==> src/rtl/mem_access_ctrl_if.sv <==
// Word-wide memory bus between mem_access_ctrl (master) and the data memory (slave).
// Request/acknowledge handshake: one mem_ack completes one transaction.
interface mem_access_ctrl_if;
   logic        mem_req;
   logic        mem_we;
   logic [31:0] mem_addr;
   logic [31:0] mem_wdata;
   logic [31:0] mem_rdata;
   logic        mem_ack;

   modport master (
      output mem_req, mem_we, mem_addr, mem_wdata,
      input  mem_rdata, mem_ack
   );

   modport slave (
      input  mem_req, mem_we, mem_addr, mem_wdata,
      output mem_rdata, mem_ack
   );
endinterface

==> src/rtl/mem_access_ctrl.sv <==
// MEM-stage load/store sequencer: word-aligned bus accesses, zero-extended sub-word loads,
// read-modify-write sub-word stores. Define MISALIGN_CHK_EN to reject misaligned word/half.
module mem_access_ctrl (
   input  logic                     i_clk,
   input  logic                     i_rst,
   input  logic                     i_req,
   input  logic                     i_we,
   input  logic [1:0]               i_size,
   input  logic [31:0]              i_addr,
   input  logic [31:0]              i_wdata,
   mem_access_ctrl_if.master        mem,
   output logic [31:0]              o_rdata,
   output logic                     o_done,
   output logic                     o_busy,
   output logic                     o_err
);

   typedef enum logic [1:0] {S_IDLE, S_RD, S_WR, S_DONE} state_t;

   localparam logic [1:0] SZ_BYTE = 2'd1;
   localparam logic [1:0] SZ_HALF = 2'd2;

   state_t      r_state;
   state_t      w_next;
   logic        r_we;
   logic [1:0]  r_size;
   logic [31:0] r_addr;
   logic [31:0] r_wdata;
   logic [31:0] r_merge;
   logic [31:0] r_rdata;

   logic        w_req_word;
   logic        w_misalign;
   logic        w_sub_word;
   logic [7:0]  w_byte;
   logic [15:0] w_half;
   logic [31:0] w_load;
   logic [31:0] w_merged;

   assign w_req_word = (i_size != SZ_BYTE) && (i_size != SZ_HALF);
   assign w_sub_word = (r_size == SZ_BYTE) || (r_size == SZ_HALF);

`ifdef MISALIGN_CHK_EN
   logic r_err;
   assign w_misalign = (w_req_word && (i_addr[1:0] != 2'b00)) ||
                       ((i_size == SZ_HALF) && i_addr[0]);
   assign o_err      = (r_state == S_DONE) && r_err;
`else
   assign w_misalign = 1'b0;
   assign o_err      = 1'b0;
`endif

   // Lane selection on the read word; shared by load extraction and store merge.
   always_comb begin
      // NOTE: every always_comb output gets a default first so no path infers a latch.
      w_byte   = mem.mem_rdata[{r_addr[1:0], 3'b000} +: 8];
      w_half   = r_addr[1] ? mem.mem_rdata[31:16] : mem.mem_rdata[15:0];
      w_load   = mem.mem_rdata;
      w_merged = mem.mem_rdata;
      case (r_size)
         SZ_BYTE: begin
            w_load = {24'b0, w_byte};
            w_merged[{r_addr[1:0], 3'b000} +: 8] = r_wdata[7:0];
         end
         SZ_HALF: begin
            w_load = {16'b0, w_half};
            if (r_addr[1]) w_merged[31:16] = r_wdata[15:0];
            else           w_merged[15:0]  = r_wdata[15:0];
         end
         default: begin
            w_load   = mem.mem_rdata;
            w_merged = r_wdata;
         end
      endcase
   end

   always_comb begin
      w_next        = r_state;
      mem.mem_req   = 1'b0;
      mem.mem_we    = 1'b0;
      o_done        = 1'b0;
      o_busy        = 1'b1;
      case (r_state)
         S_IDLE: begin
            o_busy = 1'b0;
            if (i_req) begin
               if (w_misalign)              w_next = S_DONE;
               else if (i_we && w_req_word) w_next = S_WR;
               else                         w_next = S_RD;
            end
         end
         S_RD: begin
            mem.mem_req = 1'b1;
            if (mem.mem_ack) w_next = r_we ? S_WR : S_DONE;
         end
         S_WR: begin
            mem.mem_req = 1'b1;
            mem.mem_we  = 1'b1;
            if (mem.mem_ack) w_next = S_DONE;
         end
         S_DONE: begin
            o_done = 1'b1;
            w_next = S_IDLE;
         end
         default: w_next = S_IDLE;
      endcase
   end

   assign mem.mem_addr  = {r_addr[31:2], 2'b00};
   assign mem.mem_wdata = w_sub_word ? r_merge : r_wdata;
   assign o_rdata       = r_rdata;

   always_ff @(posedge i_clk) begin
      // NOTE: sequential state uses non-blocking assignments so all registers update together.
      if (i_rst) begin
         // NOTE: the merge buffer is a plain register, so it is reset along with everything else.
         r_state <= S_IDLE;
         r_we    <= 1'b0;
         r_size  <= 2'd0;
         r_addr  <= 32'd0;
         r_wdata <= 32'd0;
         r_merge <= 32'd0;
         r_rdata <= 32'd0;
`ifdef MISALIGN_CHK_EN
         r_err   <= 1'b0;
`endif
      end else begin
         r_state <= w_next;
         if (r_state == S_IDLE && i_req) begin
            r_we    <= i_we;
            r_size  <= i_size;
            r_addr  <= i_addr;
            r_wdata <= i_wdata;
`ifdef MISALIGN_CHK_EN
            r_err   <= w_misalign;
`endif
         end
         // Loads update the result; sub-word stores capture the merged word for WR.
         if (r_state == S_RD && mem.mem_ack) begin
            if (r_we) r_merge <= w_merged;
            else      r_rdata <= w_load;
         end
      end
   end

endmodule

==> src/flat_wrapper.sv <==
// flat-port wrapper written by rule: the top's interface ports become plain ports
module mem_access_ctrl_flat 
  (i_clk, i_rst, i_req, i_we, i_size, i_addr, i_wdata, o_rdata, o_done, o_busy, o_err, mem_mem_req, mem_mem_we, mem_mem_addr, mem_mem_wdata, mem_mem_rdata, mem_mem_ack);
  mem_access_ctrl_if mem_i ();
  input  logic i_clk;
  input  logic i_rst;
  input  logic i_req;
  input  logic i_we;
  input  logic [1:0] i_size;
  input  logic [31:0] i_addr;
  input  logic [31:0] i_wdata;
  output logic [31:0] o_rdata;
  output logic o_done;
  output logic o_busy;
  output logic o_err;
  output wire logic [$bits(mem_i.mem_req)-1:0] mem_mem_req;
  output wire logic [$bits(mem_i.mem_we)-1:0] mem_mem_we;
  output wire logic [$bits(mem_i.mem_addr)-1:0] mem_mem_addr;
  output wire logic [$bits(mem_i.mem_wdata)-1:0] mem_mem_wdata;
  input wire logic [$bits(mem_i.mem_rdata)-1:0] mem_mem_rdata;
  input wire logic [$bits(mem_i.mem_ack)-1:0] mem_mem_ack;
  assign mem_mem_req = mem_i.mem_req;
  assign mem_mem_we = mem_i.mem_we;
  assign mem_mem_addr = mem_i.mem_addr;
  assign mem_mem_wdata = mem_i.mem_wdata;
  assign mem_i.mem_rdata = mem_mem_rdata;
  assign mem_i.mem_ack = mem_mem_ack;
  mem_access_ctrl u_core (.i_clk(i_clk), .i_rst(i_rst), .i_req(i_req), .i_we(i_we), .i_size(i_size), .i_addr(i_addr), .i_wdata(i_wdata), .mem(mem_i), .o_rdata(o_rdata), .o_done(o_done), .o_busy(o_busy), .o_err(o_err));
endmodule
==> config.mk <==
export PLATFORM = sky130hd
export DESIGN_NAME = mem_access_ctrl_flat
export DESIGN_NICKNAME = d
export VERILOG_FILES = /design/src/rtl/mem_access_ctrl_if.sv /design/src/rtl/mem_access_ctrl.sv /design/src/flat_wrapper.sv
export SDC_FILE = /design/constraint.sdc
export NUM_CORES = 1
export LEC_CHECK = 0
export CORE_MARGIN = 2
export CORE_UTILIZATION = 51
export CTS_CLUSTER_SIZE = 20
export DETAILED_ROUTE_END_ITERATION = 10
export PLACE_DENSITY_LB_ADDON = 0.1
export SLEW_MARGIN = 15
export SYNTH_ARGS = -nofsm -noshare
export SYNTH_HDL_FRONTEND = slang
export SYNTH_SLANG_ARGS = --single-unit
==> constraint.sdc <==
create_clock -name i_clk -period 4 [get_ports i_clk]
set_clock_uncertainty 0.15 [all_clocks]
set_input_delay 0.4 -clock i_clk [delete_from_list [all_inputs] [get_ports i_clk]]
set_output_delay 0.4 -clock i_clk [all_outputs]
set_load 0.02 [all_outputs]
# Yosys cells after proc, flatten, opt, wreduce, memory -nomap -nowiden
# Index checks and enable logic that the tools add are counted.
op_classes:
  n_addsub: 1
  div: 0
  n_reduce_logical: 10
  bitwise: 1
  n_mux: 17
  eq_ne: 10
  n_shift: 3
  n_mul: 0
  n_lt_le_gt_ge: 0
op_table:
  columns: ["operator", "count"]
  rows:
  - ["32-bit one-hot mux with 2 select lines", 2]
  - ["16-bit 2-to-1 mux", 3]
  - ["32-bit bitwise mux", 1]
  - ["32-bit 2-to-1 mux", 1]
  - ["8-bit by 7-bit variable shift with 32-bit output, first input constant", 1]
  - ["32-bit by 6-bit indexed part select with 8-bit output", 1]
  - ["8-bit by 7-bit indexed part select with 32-bit output", 1]
  - ["2-bit 2-to-1 mux", 4]
  - ["2-bit != test, second input constant", 4]
  - ["2-bit one-hot mux with 4 select lines", 1]
  - ["5-bit negator with 7-bit output", 1]
  - ["2-bit == test, second input constant", 3]
  - ["1-bit 2-to-1 mux", 5]
  - ["2-bit by 1-bit == test with 1-bit output, second input constant", 2]
  - ["1-bit logical AND", 4]
  - ["2-bit AND reduction", 2]
  - ["3-bit AND reduction", 1]
  - ["2-bit zero test", 1]
  - ["2-bit by 1-bit != test with 1-bit output, second input constant", 1]
  - ["2-bit OR reduction", 1]
  - ["1-bit logical OR", 1]
  - ["1-bit inverter", 1]
word_totals:
  mem_bits_ro: 0
  latch_bits: 0
  regBits: 133
  ram_bits: 0
  n_memories: 0
  in_bits: 103
  output_inout_bits: 101
  elab_cells: 49

# Longest topological paths before layout
# Gate-level depths: netlist (run 1).
depth:
  depth_word: 6
  depth_mapped: 8
  depth_no_buf: 6

# Worst setup path after synthesis (run 1)
# Ideal clock, no wire load.
synth_path:
  path_type: "register -> output"
  start: "register u_core.r_size[0]"
  end: "output mem_mem_wdata[23]"
  t_arrival_ps: 1569
  slack_ps: 1881
  stages_incl_launch_ff: 7
  required_ps: 3450
  cell_sequence: "dfxtp_1 inv_1 ha_1 buf_2 buf_2 buf_2 mux2_2"
synth_via:
  elab_chain_len: 3
synth_lines:
  columns: ["element", "line", "text"]
  rows:
  - ["start: declaration", "mem_access_ctrl.sv:26", "logic [1:0] r_size;"]
  - ["start signal: assignment", "mem_access_ctrl.sv:131", "r_size <= i_size;"]
  - ["2-bit by 1-bit == test with 1-bit output / 2-bit == test (equally long branches)", "mem_access_ctrl.sv:41", "assign w_sub_word = (r_size == SZ_BYTE) || (r_size == SZ_HALF);"]
  - ["1-bit logical OR (*)", "mem_access_ctrl.sv:41", null]
  - ["32-bit 2-to-1 mux (*)", "mem_access_ctrl.sv:110", "assign mem.mem_wdata = w_sub_word ? r_merge : r_wdata;"]
  - ["end: declaration", "flat_wrapper.sv:19", "output wire logic [$bits(mem_i.mem_wdata)-1:0] mem_mem_wdata;"]
# Every way passes the cells marked *; elsewhere a longest branch is shown, timed or not.

# Final worst setup path (run 1)
layout_path:
  start: "register u_core.r_size[0]"
  end: "output mem_mem_wdata[17]"
# Same word-level chain as after synthesis.

==> flow_summary.toml, run 1 <==
[status]
status = "finished clean"

[clocking]
cts_max_level = 4
cts.sink_count = 133
path_clk_slew_ns = 0.06
cts_hold_buf = 0
clock_latency_ns = 0.42
post-cts-setup-buffers = 0
tritoncts = "done"
root_buffer = "clkbuf_16"
post_cts_resized = 0
clockBufferDepth = 2
cts-buffers-inserted = 17

[power]
cellPowerDensity_nw_per_um2 = 557.5
leakagePower_nw = 3.221
p_sw_mw = 1.820
power.internal_mw = 3.302
pwr-share-seq = 0.331
p_sw_frac = 0.3554
power_frac_comb = 0.365
irDropWorstVdd_uv = 333.3
clkPwrFrac = 0.304

[cells_and_area]
drive_above_1_share = 0.1060
final_cells = 1148
diodes = 0
area_growth_pct = 34.80
fin_area_sq_um = 9189
fin_nets = 1074

[worst_setup_path]
r2r_end = "u_core.r_merge[28]"
cp_top_family = "adder cells"
cp_slowest_stage_delay_ns = 0.76
worstPathRequired_ns = 3.45
crit_buf_inv = 2
timing.rr.start = "u_core.r_size[0]"
cp_max_fo = 63
reg2reg_depth = 6
endpoint_kind = "primary output"
arrival_ns = 2.62
startpoint_type = "register"
r2r_slack_ns = 1.20
endpoint = "mem_mem_wdata[17]"
path_cells = "inv_1, ha_4, mux2_2, clkdlybuf4s50_1"
critical_path_class = "reg -> out"
critical_path_depth = 4
cp-startpoint = "u_core.r_size[0]"
slowest_stage = "ha_4"

[yosys]
yosysTopAreaCell = "dfxtp_1"
yosysMostFrequentCell = "nand2_1"
synth_top_area_share = 0.3906
async_flop_share = 0
synth_commonest_cells = "nand2_1, dfxtp_1, a21oi_1, mux2_2, clkbuf_1"
seq_area_frac_synth = 0.3906
synthFlopType = "dfxtp_1"
synth_edf_count = 0
synth.avg_cell_area_sq_um = 8.262
yosys_register_bits = 133
yosys_warnings = 0
synth_area_leaders = "dfxtp_1, nand2_1, mux2_2"
mappedNetlistArea_sq_um = 6817
syn_inst = 825
ys_types = 38

[timing]
worstMarginPinSlew_ns = 0.7464
fin_setup_tns_ns = 0
slew_headroom = 0.5024
fmaxAchievable_mhz = 315.8
fin_crit_sh = 0.7918
rsz0062_at_grt = "no"
fin_crit_ns = 3.167
hold_viol_final = 0
slew_violations = 0
hold_ws_ns = 0.2986
finalSetupViolations = 0

[global_route]
track_usage = 0.2969
grt_pass1_vias = 6296
grt_pass1_wl_microns = 33220
overflow = 0
grt_max_degree = 68
grt_antenna_before_repair = 0

[floorplan]
io_pins = 204
floorplan.die.height_microns = 119.6
die_w_microns = 119.6
core_sq_um = 13140
rows = 42
die_area_sq_um = 14310
start_util = 0.5189

[drt]
drt-wirelength-per-cell_microns = 18.65
ant_nets = 0
drcViolationCount = 0
dr.pass1.iters = 6
drt_iter0_markers = 608
vias = 6667
vias_per_cell = 5.807
routed_wl_microns = 21410

[placed_design]
placed_cells = 1116
dp_hpwl_microns = 14880
post_dp_cell_area_sq_um = 8603
gp_congestion = 0.8745
portBuffers = 200

[min_path]
min_path_type = "reg -> reg"
hold_start = "u_core.o_rdata[16]"

[job]
drv_cap = 0
==> worst min-delay path by stage <==
stage	cells after the start	end	slack (ns)
finish	2	u_core.o_rdata[16]	0.30
global route	2	u_core.o_rdata[8]	0.31
CTS	2	u_core.o_rdata[10]	0.28
detailed placement	2	u_core.o_rdata[16]	0.29
global placement	2	u_core.o_rdata[25]	0.29
floorplan	2	u_core.r_addr[10]	0.29
==> tightest hold or removal path, delay by kind of cell, from the launching register on <==
kind / cells / cell delay, ns
AO/OA/AOI/OAI: 1 / 0.05
flip-flops: 1 / 0.31
AND/OR/NAND/NOR: 1 / 0.05
==> registers in the layout (all words and copies together), names as in the netlist <==
name            cells
u_core.r_merge     32
u_core.r_wdata     32
u_core.o_rdata     32
u_core.r_we         1
u_core.r_addr      32
u_core.r_size       2
u_core.r_state      2
==> layout by cell type, fill, tap and decap left out, types with 3 or more instances in the layout <==
cell type / netlist / final
mux2i_1: 16 / 16
o21ai_0: 33 / 33
nor2_1: 23 / 23
nand2_1: 186 / 185
bufinv_16: 0 / 3
buf_4: 37 / 11
a221oi_1: 32 / 32
ha_1: 12 / 11
nand3b_1: 34 / 34
a22oi_1: 8 / 8
o311ai_0: 8 / 8
nor3_1: 8 / 8
inv_1: 8 / 8
a211oi_1: 24 / 24
clkbuf_1: 39 / 4
a21oi_1: 100 / 100
clkinv_2: 0 / 5
nand3_1: 16 / 16
mux2_2: 53 / 53
conb_1: 1 / 3
dfxtp_1: 133 / 133
clkbuf_16: 0 / 17
clkdlybuf4s50_1: 0 / 199
nand2b_1: 13 / 13
==> metrics by stage <==
step | utilization | power [mW] | setup WS, ns
6_report | 0.6994 | 5.122 | 0.8330
5_1_grt | 0.6994 | 5.369 | 0.7455
4_1_cts | 0.6993 | 5.131 | 0.8215
3_5_place_dp | 0.6549 | 3.569 | 1.275
3_3_place_gp | 0.6549 | 3.508 | 1.349
2_1_floorplan | - | 2.915 | 1.881
==> power groups by stage <==
stage	clock network [mW]	logic, mW	registers [mW]
after detailed placement	0	1.85	1.71
after floorplan	0	1.23	1.68
after global placement	0	1.80	1.71
after CTS	1.57	1.87	1.69
final	1.56	1.87	1.70
after global routing	1.63	2.03	1.71
==> routing by layer <==
layer	vias to the layer above	share of wire	track usage
met5	-	0	0
met4	0	0.035	0.1338
met3	62	0.076	0.07414
met2	283	0.47	0.4861
met1	3181	0.42	0.3694
li1	3141	-	-
==> layout make-up <==
| type | count | area, sq um |
|---|---|---|
| clock buffer | 22 | 454.2 |
| timing repair buffer | 210 | 2074 |
| inverter | 10 | 37.54 |
| sequential | 133 | 2663 |
| multi-input combinational | 587 | 3610 |
| clock inverter | 10 | 130.1 |
| tap | 176 | 220.2 |
| fill | 1063 | 3949 |
==> kinds of logic after synthesis <==
group           share of synthesized area
buf+inv                           0.08370
other cells                     0.0005501
fa+ha+maj                         0.02203
xor+xnor                         0.001285
simple gates                       0.1944
compound gates                     0.1931
mux                                0.1144
flops                              0.3906
Power figures use the tool's default switching activity.
==> inputs of run 2 (changes only) <==
CORE_UTILIZATION = 48   (was 51)
clock period = 3.3 ns   (was 4 ns; I/O delays follow)
==> run 2 against run 1 <==
Total power increased by 25%. Worst setup slack got worse by 0.53 ns. Largest power group unchanged. Sequential share of layout area decreased by 0.33 points. Critical endpoint is now mem_mem_wdata[13]. Utilization decreased by 3.0 points. Combinational power increased by 24%. Cell area increased by 1.2%.
==> flow_summary.toml, run 2 (synthesis results as in run 1) <==
[cells_and_area]
final_common_cell = "clkdlybuf4s50_1"
utilization = 0.6696
area_growth_pct = 36.36
drive_above_1_share = 0.1127
fin_nets = 1078
fin_area_sq_um = 9295
layout_common_cells = "clkdlybuf4s50_1, nand2_1, dfxtp_1"
diodes = 0
fillers = 1165

[power]
cellPowerDensity_nw_per_um2 = 689.5
irDropWorstVdd_uv = 718.5
leakagePower_nw = 3.279

[timing]
slew_headroom = 0.4643
fin_setup_tns_ns = 0
fin_crit_sh = 0.9083
worstMarginPinSlew_ns = 0.7982
fin_crit_ns = 2.997
slew_violations = 0
finalSetupViolations = 0
fmaxAchievable_mhz = 333.6
hold_viol_final = 0
rsz0062_at_grt = "no"

[worst_setup_path]
arrival_ns = 2.52
slowest_stage = "clkdlybuf4s50_1"
cp_slowest_stage_delay_ns = 0.56
crit_buf_inv = 3
cp_top_family = "buffers and inverters"
endpoint_kind = "primary output"
worstPathRequired_ns = 2.82
critical_path_class = "reg -> out"
path_cells = "inv_1, ha_4, buf_12, mux2_2, clkdlybuf4s50_1"
startpoint_type = "register"
cp_max_fo = 32

[floorplan]
start_util = 0.4911
floorplan.die.height_microns = 123.2
core_sq_um = 13880
die_area_sq_um = 15170
io_pins = 204
die_w_microns = 123.2
rows = 43

[drt]
vias = 6667
ant_nets = 0
drcViolationCount = 0
dr.pass1.iters = 7
drt-wirelength-per-cell_microns = 19.11
drt_iter0_markers = 736
routed_wl_microns = 22090
vias_per_cell = 5.767

[clocking]
clockBufferDepth = 2
root_buffer = "clkbuf_16"
cts_max_level = 4
cts-buffers-inserted = 17
clock_latency_ns = 0.42
tritoncts = "done"
post-cts-setup-buffers = 0
cts_hold_buf = 0
cts.sink_count = 133
post_cts_resized = 0
path_clk_slew_ns = 0.06

[global_route]
grt_pass1_wl_microns = 34340
grt_max_degree = 70
grt_antenna_before_repair = 0
track_usage = 0.2923
overflow = 0
grt_pass1_vias = 6453

[status]
status = "finished clean"

[min_path]
min_path_type = "reg -> reg"

[placed_design]
dp_hpwl_microns = 15060
gp_congestion = 0.9268
portBuffers = 200
post_dp_cell_area_sq_um = 8663

[job]
drv_cap = 0
## run 2: changes by cell type in the layout (fill, tap and decap cells not counted), moves of 2 or more
cell,change
clkinv_4,+3
clkinvlp_4,-2
clkbuf_1,-3
buf_4,+2
buf_12,+2
## run 2: final timing paths
| check | start | to | slack [ns] | depth (start not counted) |
|---|---|---|---|---|
| max | u_core.r_size[0] | mem_mem_wdata[13] | 0.30 | 5 |
| min | u_core.o_rdata[20] | u_core.o_rdata[20] | 0.30 | 2 |
| max reg2reg | u_core.r_size[0] | u_core.o_rdata[9] | 0.75 | 7 |
| min reg2reg | u_core.o_rdata[20] | u_core.o_rdata[20] | 0.30 | 2 |
## run 2: worst reg2reg max path: cells and delay by family, from the launching register on
family                   cells  cell delay (ns)
AO/OA/AOI/OAI                1             0.15
adder cells (fa/ha/maj)      1             0.44
buffers and inverters        2             0.47
flip-flops                   1             0.36
multiplexers                 1             0.39
AND/OR/NAND/NOR              2             0.48
## run 2: final cells by class
type | instances | area (sq um) | area share
Inverter | 10 | 37.54 | 0.004038
Multi-Input combinational cell | 587 | 3608 | 0.3882
Clock inverter | 12 | 175.2 | 0.01885
Tap cell | 180 | 225.2 | 0.02423
Timing Repair Buffer | 214 | 2130 | 0.2291
Clock buffer | 20 | 456.7 | 0.04913
Sequential cell | 133 | 2663 | 0.2864
## run 2: per-stage QoR
step                      power, mW  setup WS (ns)  hold slack, ns  std cells
after floorplan               3.534          1.251          0.2867        827
after global placement        4.312         0.8197          0.2883       1124
after detailed placement      4.377         0.7557          0.2929       1124
after CTS                     6.414         0.2982          0.2998       1156
after global routing          6.713         0.1996          0.2989       1156
final                         6.409         0.3026          0.2970       1156
## run 2: power breakdown
part / total [mW] / internal (mW) / switching (mW)
logic: 2.32 / 1.01 / 1.32
clock network: 2.03 / 1.30 / 0.724
registers: 2.05 / 1.83 / 0.222
total: 6.41 / 4.14 / 2.27
## run 2: metal layers
layer / vias up / track usage / wire length (microns)
li1: 3149 / - / -
met1: 3159 / 0.3674 / 9301
met2: 302 / 0.4684 / 10280
met3: 57 / 0.08256 / 1700
met4: 0 / 0.1257 / 801
met5: - / 0 / 0
